[config.mk]
export PLATFORM = sky130hd
export DESIGN_NAME = fetch_pc_unit
export DESIGN_NICKNAME = d
export VERILOG_FILES = /design/src/rtl/fetch_pc_unit_pkg.sv /design/src/rtl/fetch_pc_unit_pred_fifo.sv /design/src/rtl/fetch_pc_unit.sv
export SDC_FILE = /design/constraint.sdc
export NUM_CORES = 1
export LEC_CHECK = 0
export BUFFER_PORTS_ARGS = -buffer_cell sky130_fd_sc_hd__buf_2
export CELL_PAD_IN_SITES_DETAIL_PLACEMENT = 1
export CELL_PAD_IN_SITES_GLOBAL_PLACEMENT = 1
export CORE_ASPECT_RATIO = 1.5
export CORE_UTILIZATION = 53
export CTS_CLUSTER_SIZE = 24
export DETAILED_ROUTE_END_ITERATION = 16
export PLACE_DENSITY_LB_ADDON = 0.1
export SLEW_MARGIN = 20
export SYNTH_ARGS = -nofsm -noshare
export SYNTH_HDL_FRONTEND = slang
export SYNTH_SLANG_ARGS = --single-unit
[constraint.sdc]
create_clock -name clk -period 8.54 [get_ports clk]
set_input_delay 1.281 -clock clk [delete_from_list [all_inputs] [get_ports clk]]
set_output_delay 1.281 -clock clk [all_outputs]
set_load 0.01 [all_outputs]
[src/rtl/fetch_pc_unit_pkg.sv]
// Shared types and constants for the fetch PC unit and its prediction queue.
package fetch_pc_unit_pkg;

    localparam int unsigned INSTR_BYTES      = 4;
    localparam logic [31:0] DEFAULT_RESET_PC = 32'h0000_0000;

    // One in-flight fetch: where it was fetched and what the BTB predicted for it.
    typedef struct packed {
        logic [31:0] pc;
        logic        taken;
        logic [31:0] target;
    } pred_entry_t;

    function automatic logic [31:0] seq_pc(input logic [31:0] cur_pc);
        return cur_pc + 32'(INSTR_BYTES);
    endfunction

endpackage

[src/rtl/fetch_pc_unit_pred_fifo.sv]
// In-order queue of prediction records, pushed at fetch and popped as each
// instruction reaches EXE. Clear empties it on a redirect.
module pred_fifo
    import fetch_pc_unit_pkg::*;
#(
    parameter int QDEPTH = 4
) (
    input  logic        clk,
    input  logic        rst,
    input  logic        push,
    input  pred_entry_t push_data,
    input  logic        pop,
    input  logic        clear,
    output logic        full,
    output logic        empty,
    output pred_entry_t head_data
);

    localparam int PTR_W = $clog2(QDEPTH);
    localparam int CNT_W = PTR_W + 1;

    pred_entry_t        mem [QDEPTH];
    logic [PTR_W-1:0]   wr_ptr;
    logic [PTR_W-1:0]   rd_ptr;
    logic [CNT_W-1:0]   count;
    logic               do_push;
    logic               do_pop;

    always_comb begin
        empty   = (count == '0);
        full    = (count == CNT_W'(QDEPTH));
        do_pop  = pop & ~empty;
        // A full queue still takes a push when the head leaves in the same cycle.
        do_push = push & (~full | do_pop);
    end

    always_ff @(posedge clk) begin
        if (rst || clear) begin
            wr_ptr <= '0;
            rd_ptr <= '0;
            count  <= '0;
        end else begin
            if (do_push) wr_ptr <= wr_ptr + PTR_W'(1);
            if (do_pop)  rd_ptr <= rd_ptr + PTR_W'(1);
            case ({do_push, do_pop})
                2'b10:   count <= count + CNT_W'(1);
                2'b01:   count <= count - CNT_W'(1);
                default: count <= count;
            endcase
        end
    end

    // Storage carries data only; validity lives entirely in the pointers and count.
    always_ff @(posedge clk) begin
        if (do_push && !clear && !rst) mem[wr_ptr] <= push_data;
    end

    assign head_data = mem[rd_ptr];

endmodule

[src/rtl/fetch_pc_unit.sv]
// Fetch PC generator: BTB-steered next-PC selection, prediction tracking and
// mispredict redirect when the instruction resolves in EXE.
module fetch_pc_unit
    import fetch_pc_unit_pkg::*;
#(
    parameter logic [31:0] RESET_PC = DEFAULT_RESET_PC,
    parameter int          QDEPTH   = 4
) (
    input  logic        clk,
    input  logic        rst,
    input  logic        stall,
    input  logic        btb_hit,
    input  logic [31:0] btb_addr,
    input  logic        exe_valid,
    input  logic        exe_branch,
    input  logic        exe_taken,
    input  logic [31:0] exe_target,
    output logic [31:0] pc,
    output logic        pred_taken,
    output logic        flush,
    output logic        q_full,
    output logic [31:0] mispred_cnt
);

    pred_entry_t head;
    pred_entry_t push_entry;
    logic        q_empty;
    logic        pop_ok;
    logic        act_taken;
    logic        mispred;
    logic        fetch_ok;
    logic [31:0] redirect_pc;
    logic [31:0] fetch_next;

    always_comb begin
        pop_ok      = exe_valid & ~q_empty & ~rst;
        act_taken   = exe_branch & exe_taken;
        mispred     = 1'b0;
        if (pop_ok) begin
            mispred = (head.taken != act_taken) |
                      (head.taken & exe_taken & (head.target != exe_target));
        end
        redirect_pc = act_taken ? exe_target : seq_pc(head.pc);
        fetch_ok    = ~rst & ~stall & (~q_full | pop_ok) & ~mispred;
        fetch_next  = btb_hit ? btb_addr : seq_pc(pc);
    end

    always_comb begin
        push_entry        = '0;
        push_entry.pc     = pc;
        push_entry.taken  = btb_hit;
        push_entry.target = btb_addr;
    end

    assign flush      = mispred;
    assign pred_taken = btb_hit;

    pred_fifo #(
        .QDEPTH(QDEPTH)
    ) u_pred_fifo (
        .clk       (clk),
        .rst       (rst),
        .push      (fetch_ok),
        .push_data (push_entry),
        .pop       (pop_ok),
        .clear     (mispred),
        .full      (q_full),
        .empty     (q_empty),
        .head_data (head)
    );

    // PC register: redirect outranks the predicted/sequential fetch path.
    always_ff @(posedge clk) begin
        if (rst) begin
            pc <= RESET_PC;
        end else if (mispred) begin
            pc <= redirect_pc;
        end else if (fetch_ok) begin
            pc <= fetch_next;
        end
    end

    always_ff @(posedge clk) begin
        if (rst) begin
            mispred_cnt <= '0;
        end else if (mispred) begin
            mispred_cnt <= mispred_cnt + 32'd1;
        end
    end

endmodule

Word-level counts from Yosys, hierarchy flattened
Memories as Yosys holds them, arrays and structs flattened. A register that Yosys moved wholly into a read port is not among the register bits.
Index checks and enable logic that the tools add are counted.
{"block": "totals", "register_bits": 71, "ram_bits": 260, "output_inout_bits": 67, "n_memories": 1}
{"memory": "u_pred_fifo.mem", "depth": 4, "word_bits": 65, "read_ports": 1, "rd_ports_with_merged_regs": 1, "wr": 1, "line_no": "fetch_pc_unit_pred_fifo.sv:22", "rtl": "pred_entry_t mem [QDEPTH];"}
{"block": "classes", "addsub": 7, "n_eq_ne": 5, "mux": 10, "bitwise_logic": 18, "n_reduce_logical": 8}
{"operator": "$mux 32", "count": 4}
{"operator": "$add 32x3->32 const B", "count": 2}
{"operator": "$add 32x1->32 const B", "count": 1}
{"operator": "$ne 32x32->1", "count": 1}
{"operator": "$and 1x1->1", "count": 10}
{"operator": "$pmux 3 s2", "count": 1}
{"operator": "$not 1->1", "count": 5}
{"operator": "$add 2x1->2 const B", "count": 2}
{"operator": "$mux 2", "count": 2}
{"operator": "$reduce_bool 2->1", "count": 2}
{"operator": "$add 3x1->3 const B", "count": 1}
{"operator": "$eq 3x3->1 const B", "count": 1}
{"operator": "$logic_not 3->1", "count": 1}
{"operator": "$mux 1", "count": 3}
{"operator": "$or 1x1->1", "count": 3}
{"operator": "$sub 3x1->3 const B", "count": 1}
{"operator": "$eq 2x1->1 const B", "count": 1}
{"operator": "$eq 2x2->1 const B", "count": 1}
{"operator": "$logic_and 1x1->1", "count": 2}
{"operator": "$logic_not 1->1", "count": 2}
{"operator": "$logic_or 1x1->1", "count": 1}
{"operator": "$ne 1x1->1", "count": 1}

Depth between registers and ports, before layout
Gate-level depths: netlist of run 1.
{"block": "depth", "word_depth": 12, "ltp_mapped": 19, "ltp_nobuf": 14}

Modules after synthesis
From an unflattened synthesis of run 1, not the netlist that was laid out.
{"block": "unflattened", "cells_unflattened": 1144, "hier_area_um2": 15347.2}
{"mod": "pred_fifo", "instances": 1, "cells_per_inst": 407, "area_per_inst_um2": 9923.3, "seq_area_each_um2": 7987.7}
{"mod": "fetch_pc_unit", "instances": 1, "cells_per_inst": 737, "area_per_inst_um2": 5424.0, "seq_area_each_um2": 1281.2}

Worst setup path before layout of run 1
No wires, ideal clock.
{"block": "synth_path", "path_kind": "input -> register", "start": "input port exe_branch", "end": "memory u_pred_fifo.mem[0][0] (netlist name) (enable)", "setup_ps": 430, "arrival_time_ps": 4272, "path_slack_ps": 3838, "path_stages": 9, "path_buffers": 2, "cell_sequence": "and2_1 > clkbuf_1 > o211a_1 > o2111ai_1 > nor3_1 > nand4_1 > nand2_1 > buf_2 > and3_1"}
{"block": "synth_between", "elab_chain_cells": 11, "elab_cells_between_ends": 12}
{"item": "start: declaration", "line_no": "fetch_pc_unit.sv:15", "rtl": "input logic exe_branch,"}
{"item": "$and 1x1->1 *", "line_no": "fetch_pc_unit.sv:37", "rtl": "act_taken = exe_branch & exe_taken;"}
{"item": "$ne 1x1->1 *", "line_no": "fetch_pc_unit.sv:40", "rtl": "mispred = (head.taken != act_taken) |"}
{"item": "$or 1x1->1 *", "line_no": "fetch_pc_unit.sv:40"}
{"item": "$mux 1 *", "line_no": "fetch_pc_unit.sv:39", "rtl": "if (pop_ok) begin"}
{"item": "$not 1->1", "line_no": "fetch_pc_unit.sv:44", "rtl": "fetch_ok = ~rst & ~stall & (~q_full | pop_ok) & ~mispred;"}
{"item": "$and 1x1->1", "line_no": "fetch_pc_unit.sv:44"}
{"item": "$and 1x1->1", "line_no": "fetch_pc_unit_pred_fifo.sv:34", "rtl": "do_push = push & (~full | do_pop);"}
{"item": "$logic_and 1x1->1 * (2 in a row)", "line_no": "fetch_pc_unit_pred_fifo.sv:55", "rtl": "if (do_push && !clear && !rst) mem[wr_ptr] <= push_data;"}
{"item": "$mux 1 *", "line_no": "fetch_pc_unit_pred_fifo.sv:55"}
{"item": "$mux 1 (not written as such) *", "line_no": "fetch_pc_unit_pred_fifo.sv:55"}
{"item": "end: declaration", "line_no": "fetch_pc_unit_pred_fifo.sv:22"}
Mark *: on every way between the ends. The rest lies on a longest branch, timed or not.

==> results of run 1 <==
routing by layer:
| layer | vias to the layer above | part of all wire [%] | wire (µm) |
|---|---|---|---|
| met2 | 414 | 53 | 24600 |
| met5 | - | 0 | 0 |
| met4 | 0 | 4.9 | 2250 |
| li1 | 4692 | - | - |
| met1 | 5535 | 37 | 17000 |
| met3 | 120 | 4.7 | 2150 |
power breakdown:
part           switching [mW]  total (mW)  internal, mW
Sequential             0.0594        1.86          1.80
Clock                   0.599        1.39         0.789
Combinational           0.221       0.364         0.143
layout make-up:
cell class	instances	area [µm²]
Fill cell	2777	11000
Sequential cell	333	9280
Multi-Input combinational cell	696	5610
Clock buffer	41	813
Timing Repair Buffer	149	796
Tap cell	385	482
Clock inverter	16	183
Inverter	29	109
Antenna cell	1	2.50
cells by family after synthesis:
| kind of cell | Yosys count |
|---|---|
| AO/OA/AOI/OAI | 233 |
| XOR/XNOR | 66 |
| adder cells (fa/ha/maj) | 9 |
| buffers and inverters | 100 |
| flip-flops | 333 |
| multiplexers | 88 |
| AND/OR/NAND/NOR | 300 |
through the flow:
stage | utilization [%] | cells | cell area, µm²
2_1_floorplan | - | 1129 | 15300
3_3_place_gp | 57.5 | 1591 | 16200
3_5_place_dp | 57.5 | 1591 | 16200
4_1_cts | 61.0 | 1648 | 17200
5_1_grt | 61.1 | 1649 | 17300
6_report | 61.2 | 1650 | 17300
registers in the layout, indices dropped and copies added (netlist names), named ones only:
name	flops
u_pred_fifo.rd_ptr	2
u_pred_fifo.wr_ptr	2
mispred_cnt	32
u_pred_fifo.mem	260
pc	32
u_pred_fifo.count	3
critical path, stage by stage, from the launching register on:
cell,delay (ns)
dfxtp_4,0.68
buf_4,0.59
mux4_2,0.41
xnor2_1,0.25
nand2_1,0.10
nor4bb_1,0.55
nand4_1,0.88
nand2_1,0.36
inv_2,0.28
buf_2,0.24
worst max path at each step:
stage	start	endpoint	cells past startpoint
6_report	flop	flush	9
2_1_floorplan	exe_branch	u_pred_fifo.mem[0][0]	9
5_1_grt	flop	flush	9
3_5_place_dp	flop	u_pred_fifo.mem[1][45]	9
4_1_cts	flop	flush	9
3_3_place_gp	flop	u_pred_fifo.mem[1][43]	9
synthesized netlist by cell type (all sizes together) (6+ instances only):
master / number / area, µm²
o31ai: 25 / 188
mux2: 9 / 101
xor2: 16 / 140
o41ai: 8 / 70.1
and4: 7 / 61.3
clkbuf: 40 / 150
a211oi: 8 / 65.1
inv: 28 / 105
nand4: 37 / 244
o22ai: 8 / 50.1
or3: 6 / 37.5
nor3: 21 / 110
ha: 8 / 100
xnor2: 50 / 438
or4: 18 / 135
edfxtp: 260 / 7810
a31o: 10 / 87.6
and3: 19 / 119
dfxtp: 73 / 1460
mux2i: 17 / 170
nor2: 47 / 176
nand3: 42 / 215
buf: 31 / 231
nand2b: 6 / 37.5
o2111ai: 8 / 70.1
nor4: 14 / 134
a21oi: 66 / 330
and2: 10 / 62.6
o21ai: 48 / 240
nand2: 61 / 229
mux4: 62 / 1400
==> results.md, run 1 <==
- Hold_ws: ~0.5 ns
- R2R depth: 9
- Setup ws final: between 2 and 2.5 ns
- Synth Area in Adders: less than 1%
- Post-synth ARST share: 0%
- Worst endpoint required time: between 7 and 8 ns
- Final Skew: 0.0195 ns
- DR pass1 iterations: 5
- Post-synthesis mux area share: a little over a tenth
- Layout area overhead: 12.7%
- Worst hold endpoint: mispred_cnt[10]
- Wirelength per Cell: approximately 28 µm
- Clk_lat worst skew: slightly below 0.6 ns
- Met2 Usage GRT: 58.0%
- RR Endpoint: u_pred_fifo.mem[1][45]
- Clock-pin slew on the worst setup and hold paths: roughly 0.06 ns
- Die Ht: about 210 µm
- Vias per std cell: 6.52
- Synth Flop Type: edfxtp_1
- Largest family of logic cells by synthesized area: multiplexers
- Final setup TNS: 0 ns
- I/O pins: between 100 and 150
- Largest net degree at the start of global routing: 69
- DRC viols: 0
- Initial Util: between 50% and 60%
- Critical path class: flop to output pin
- H-tree levels: 1
- CORE AREA: roughly 0.028 mm²
- PwrDens: 209 mW/mm²
- Final period utilization: 73.0%
- RSZ-0062 raised after global routing: false
- Status: complete, no violations
- CTS Buffer Depth: 3
- Commonest non-fill, non-tap cells in the layout: edfxtp_1 (260), buf_2 (137), dfxtp_1 (71)
- Pleak: ~5.6 nW
- GRT met1 Usage: 37.3%
- PortBufs: ~140
- Layout cells sized above 1: between 20% and 30%
- Sequential element share of the synthesized area: 60.5%
- Quantity of gates resized following cts: 0
- Synthesized-area fraction occupied by xor and xnor cells: 3.77%
- PnR Total Power: approximately 3.6 mW
- Hold path cells: 2
- Post-DRT Antenna Nets: 0
- Post-CTS setup buffer count: 0
- Max Fanout on Critical Path: 39
- Post-Syn Instances: around 1100
- Die ar.: 0.0296 mm²
- First-pass GRT wire length: a little under 70000 µm
- Syn Nets: about 1200
- Most utilized layer in the global route result: met2
- Routability Congestion: about 0.89
- Place WS: between 2 and 3 ns
- # Max-Cap Violations: 0
- CTS sink cnt: around 330
- CP startpoint kind: flop
- Hold Fails Final Rpt: 0
- Crit end category: output pin
- Setup Viol. Count Final: 0
- Synth Area in Compound Gates: just over 10%
- CTS hold repair buffers: 0
- DRT Wirelength: between 40000 and 50000 µm
- Vias in the first global route: approximately 11000
- Reg2Reg Setup Slack: around 2.9 ns
- HP Start: mispred_cnt[10]
- Total clock buffers created by CTS: 31
- Vias post-DR: around 11000
- Antenna violations before repair: 0
- Number of cell rows: 75
- Total track usage: approximately a third
- Hold crit path type: flop to flop
- CP arrival: 4.95 ns
- Netlist cell types: 77
- Seq cells post-synth: 333
- Achievable frequency: between 0.15 and 0.2 GHz
- M3 GR Usage: 2.91%
- DP HPWL: around 31000 µm
- Initial drt markers: 780
- Worst-margin pin slew: between 1 and 1.5 ns
- CTS tree: built
- Max IR drop VDD: 0.226 mV
- Synth Area in Simple Gates: a little over a tenth
- Avg Inst Size Synth: approximately 14 µm²
- Count of pins over their slew limit: 0
- Mapped cell area: approximately 0.015 mm²
- Ys Warns: 0
- Tmin final: 6.24 ns
- Commonest non-fill, non-tap cell in the layout: edfxtp_1
- Clk root buf: clkbuf_16
- Total gr overflow: 0
- Rel. slew slack: about 28%
- EDFF count, synth: between 200 and 300
- Die X-Extent: 141 µm
- Post-layout nets: between 1000 and 1500
(Power assumes the default switching activity.)
==> run 2: changes to the inputs <==
--- a/config.mk
+++ b/config.mk
@@ -9,7 +9,7 @@
 export CELL_PAD_IN_SITES_DETAIL_PLACEMENT = 1
 export CELL_PAD_IN_SITES_GLOBAL_PLACEMENT = 1
 export CORE_ASPECT_RATIO = 1.5
-export CORE_UTILIZATION = 53
+export CORE_UTILIZATION = 49
 export CTS_CLUSTER_SIZE = 24
 export DETAILED_ROUTE_END_ITERATION = 16
 export PLACE_DENSITY_LB_ADDON = 0.1
==> constraint.sdc (replaced) <==
create_clock -name clk -period 5.9 [get_ports clk]
set_input_delay 0.885 -clock clk [delete_from_list [all_inputs] [get_ports clk]]
set_output_delay 0.885 -clock clk [all_outputs]
set_load 0.01 [all_outputs]
==> run 2 against run 1 <==
Global-route usage shrank 1.3 points. Clock power increased by 54%. Total power up 48%. Critical path depth increased by 1. Via count about the same. Count of clock-buffer cells in the layout rose by 3. Routed wire length rose by 3.8%. First-iteration DRC count down 8.2%. Register-to-register slack got worse by 1.7 ns. Critical endpoint unchanged. Largest power group unchanged.
==> results.md, run 2 (same netlist as run 1, synthesis figures left out) <==
- Layout cells sized above 1: 24.2% (+1.0 points)
- PortBufs: 137 (unchanged)
- # Max-Cap Violations: 0 (unchanged)
- Post-CTS setup buffer count: 0 (unchanged)
- PnR Total Power: 5.37 mW (+48%)
- I/O pins: 138 (unchanged)
- Routability Congestion: 0.817 (-8.4%)
- Largest net degree at the start of global routing: 64 (-7.2%)
- Die ar.: 0.0320 mm² (+8.1%)
- Initial drt markers: 716 (-8.2%)
- DRC viols: 0 (unchanged)
- R2R depth: 10 (+1)
- Final period utilization: between 80% and 90%
- Placed cell count: 1622 (+1.9%)
- HP Start: mispred_cnt[30]
- Comb pwr share: 10.0% (about the same)
- Count of pins over their slew limit: 0 (unchanged)
- Top flop regs: u_pred_fifo.mem: 260 flops, mispred_cnt: 32 flops, pc: 32 flops
- Psw: 1.32 mW (+50%)
- Vias post-DR: 10800 (-0.0093%)
- Number of flip-flops in the largest register: 260 (unchanged)
- Clk root buf: clkbuf_16
- Critical path endpoint: flush
- DR pass1 iterations: 5 (unchanged)
- Quantity of gates resized following cts: 0 (unchanged)
- Clk_lat worst skew: 0.53 ns (-0.05 ns)
- Final Core Density: 56.6% (-4.6 points)
- First-pass GRT wire length: 70400 µm (+2.6%)
- Vias per std cell: 6.39 (-2.0%)
- Vias in the first global route: 11100 (+0.26%)
- Rel. slew slack: 21.6% (-6.0 points)
- Total track usage: 30.4% (-1.3 points)
- Placed inst area: 0.0164 mm² (+1.1%)
- Setup Viol. Count Final: 0 (unchanged)
- Register share of total power: 50.2% (-1.4 points)
- Hold path cells: 2 (unchanged)
- CTS tree: built
- DRT Wirelength: 47700 µm (+3.8%)
- PwrDens: 307 mW/mm² (+47%)
- Fin cells: 1683 (+2.0%)
- Status: complete, no violations
- Die Ht: 219 µm (+4.0%)
- Commonest non-fill, non-tap cell in the layout: edfxtp_1
- Post-layout nets: 1333 (+0.98%)
- RR Endpoint: u_pred_fifo.mem[3][64]
- Worst-margin pin slew: 1.18 ns (+0.0942 ns)
- CTS hold repair buffers: 0 (unchanged)
- CP arrival: 4.41 ns (-0.54 ns)
- DP HPWL: 32000 µm (+3.9%)
- Top reg by flops: u_pred_fifo.mem
- Fin area: 0.0175 mm² (+1.3%)
- Wirelength per Cell: 28.4 µm (+1.7%)
- Post-DRT Antenna Nets: 0 (unchanged)
- Die X-Extent: 146 µm (+3.9%)
- Antenna violations before repair: 1 (+1)
- Pleak: 5.71 nW (+1.9%)
- Hold crit path type: flop to flop
- Max IR drop VDD: 0.269 mV (+19%)
- Number of cell rows: 79 (+5.3%)
- Achievable frequency: ~0.19 GHz
- Commonest non-fill, non-tap cells in the layout: edfxtp_1 (260), buf_2 (137), dfxtp_1 (71)
- Clk network pwr share: 39.8% (+1.4 points)
- Final setup TNS: 0 ns (unchanged)
- Total clock buffers created by CTS: 34 (+9.7%)
- CTS Buffer Depth: 3 (unchanged)
- Clock-pin slew on the worst setup and hold paths: 0.07 ns (about the same)
- CTS sink cnt: 333 (unchanged)
- Initial Util: 49.6% (-4.7 points)
- Layout area overhead: 14.2%
- Crit end category: output pin
- CP startpoint kind: flop
- Antenna Cells: 0 (-1)
- Total gr overflow: 0 (unchanged)
- Hold Fails Final Rpt: 0 (unchanged)
- CORE AREA: 0.0309 mm² (+9.5%)
- RSZ-0062 raised after global routing: false
- Max Fanout on Critical Path: 24 (-38%)
- Internal: 4.05 mW (+48%)
- Final Skew: 0.0167 ns (-0.00285 ns)
- Switching Fraction: 24.5% (+0.20 points)
- H-tree levels: 2 (+1)
- Critical path class: flop to output pin
- Reg2Reg Setup Slack: 1.24 ns (-1.66 ns)
- Worst endpoint required time: 5.02 ns (-2.24 ns)
- Tmin final: approximately 5.3 ns
[run 2: worst min path at each step]
stage	slack, ns	to
6_report	0.50	mispred_cnt[30]
5_1_grt	0.52	mispred_cnt[31]
4_1_cts	0.50	mispred_cnt[30]
3_5_place_dp	0.49	mispred_cnt[30]
3_3_place_gp	0.48	mispred_cnt[10]
2_1_floorplan	0.51	mispred_cnt[22]
[run 2: area by class of cell]
type                       instances  area [µm²]
tap                              405         507
clock inverter                    17         171
clock buffer                      44         910
fill                            3059       13400
multi-input combinational        696        5610
sequential                       333        9280
inverter                          29         109
timing repair buffer             159         926
[run 2: routing by layer]
layer,global-route usage [%],part of all wire [%],up-vias
li1,-,-,4714
met1,33.6,37,5489
met2,55.2,53,417
met3,4.30,4.8,140
met4,18.3,6.1,0
met5,0,0,-
[run 2: critical path: stages (launching register included)]
cell      delay, ns
dfxtp_4        0.68
buf_12         0.27
mux4_2         0.55
xnor2_1        0.21
and4_1         0.20
nor4bb_1       0.55
nand4_1        0.17
buf_4          0.28
nand2_1        0.35
inv_2          0.35
buf_2          0.25
[run 2: through the flow]
step | worst slack (ns) | hold slack, ns
floorplan | 1.57 | 0.508
global placement | 1.23 | 0.476
detailed placement | 1.15 | 0.492
CTS | 0.560 | 0.502
global route | 0.339 | 0.521
finish | 0.601 | 0.495
[run 2: power groups by stage]
stage	sequential (mW)	clock [mW]	combinational [mW]
after floorplan	2.71	0	0.337
after global placement	2.74	0	0.521
after detailed placement	2.75	0	0.530
after CTS	2.70	2.17	0.536
after global routing	2.70	2.24	0.569
final	2.70	2.14	0.534
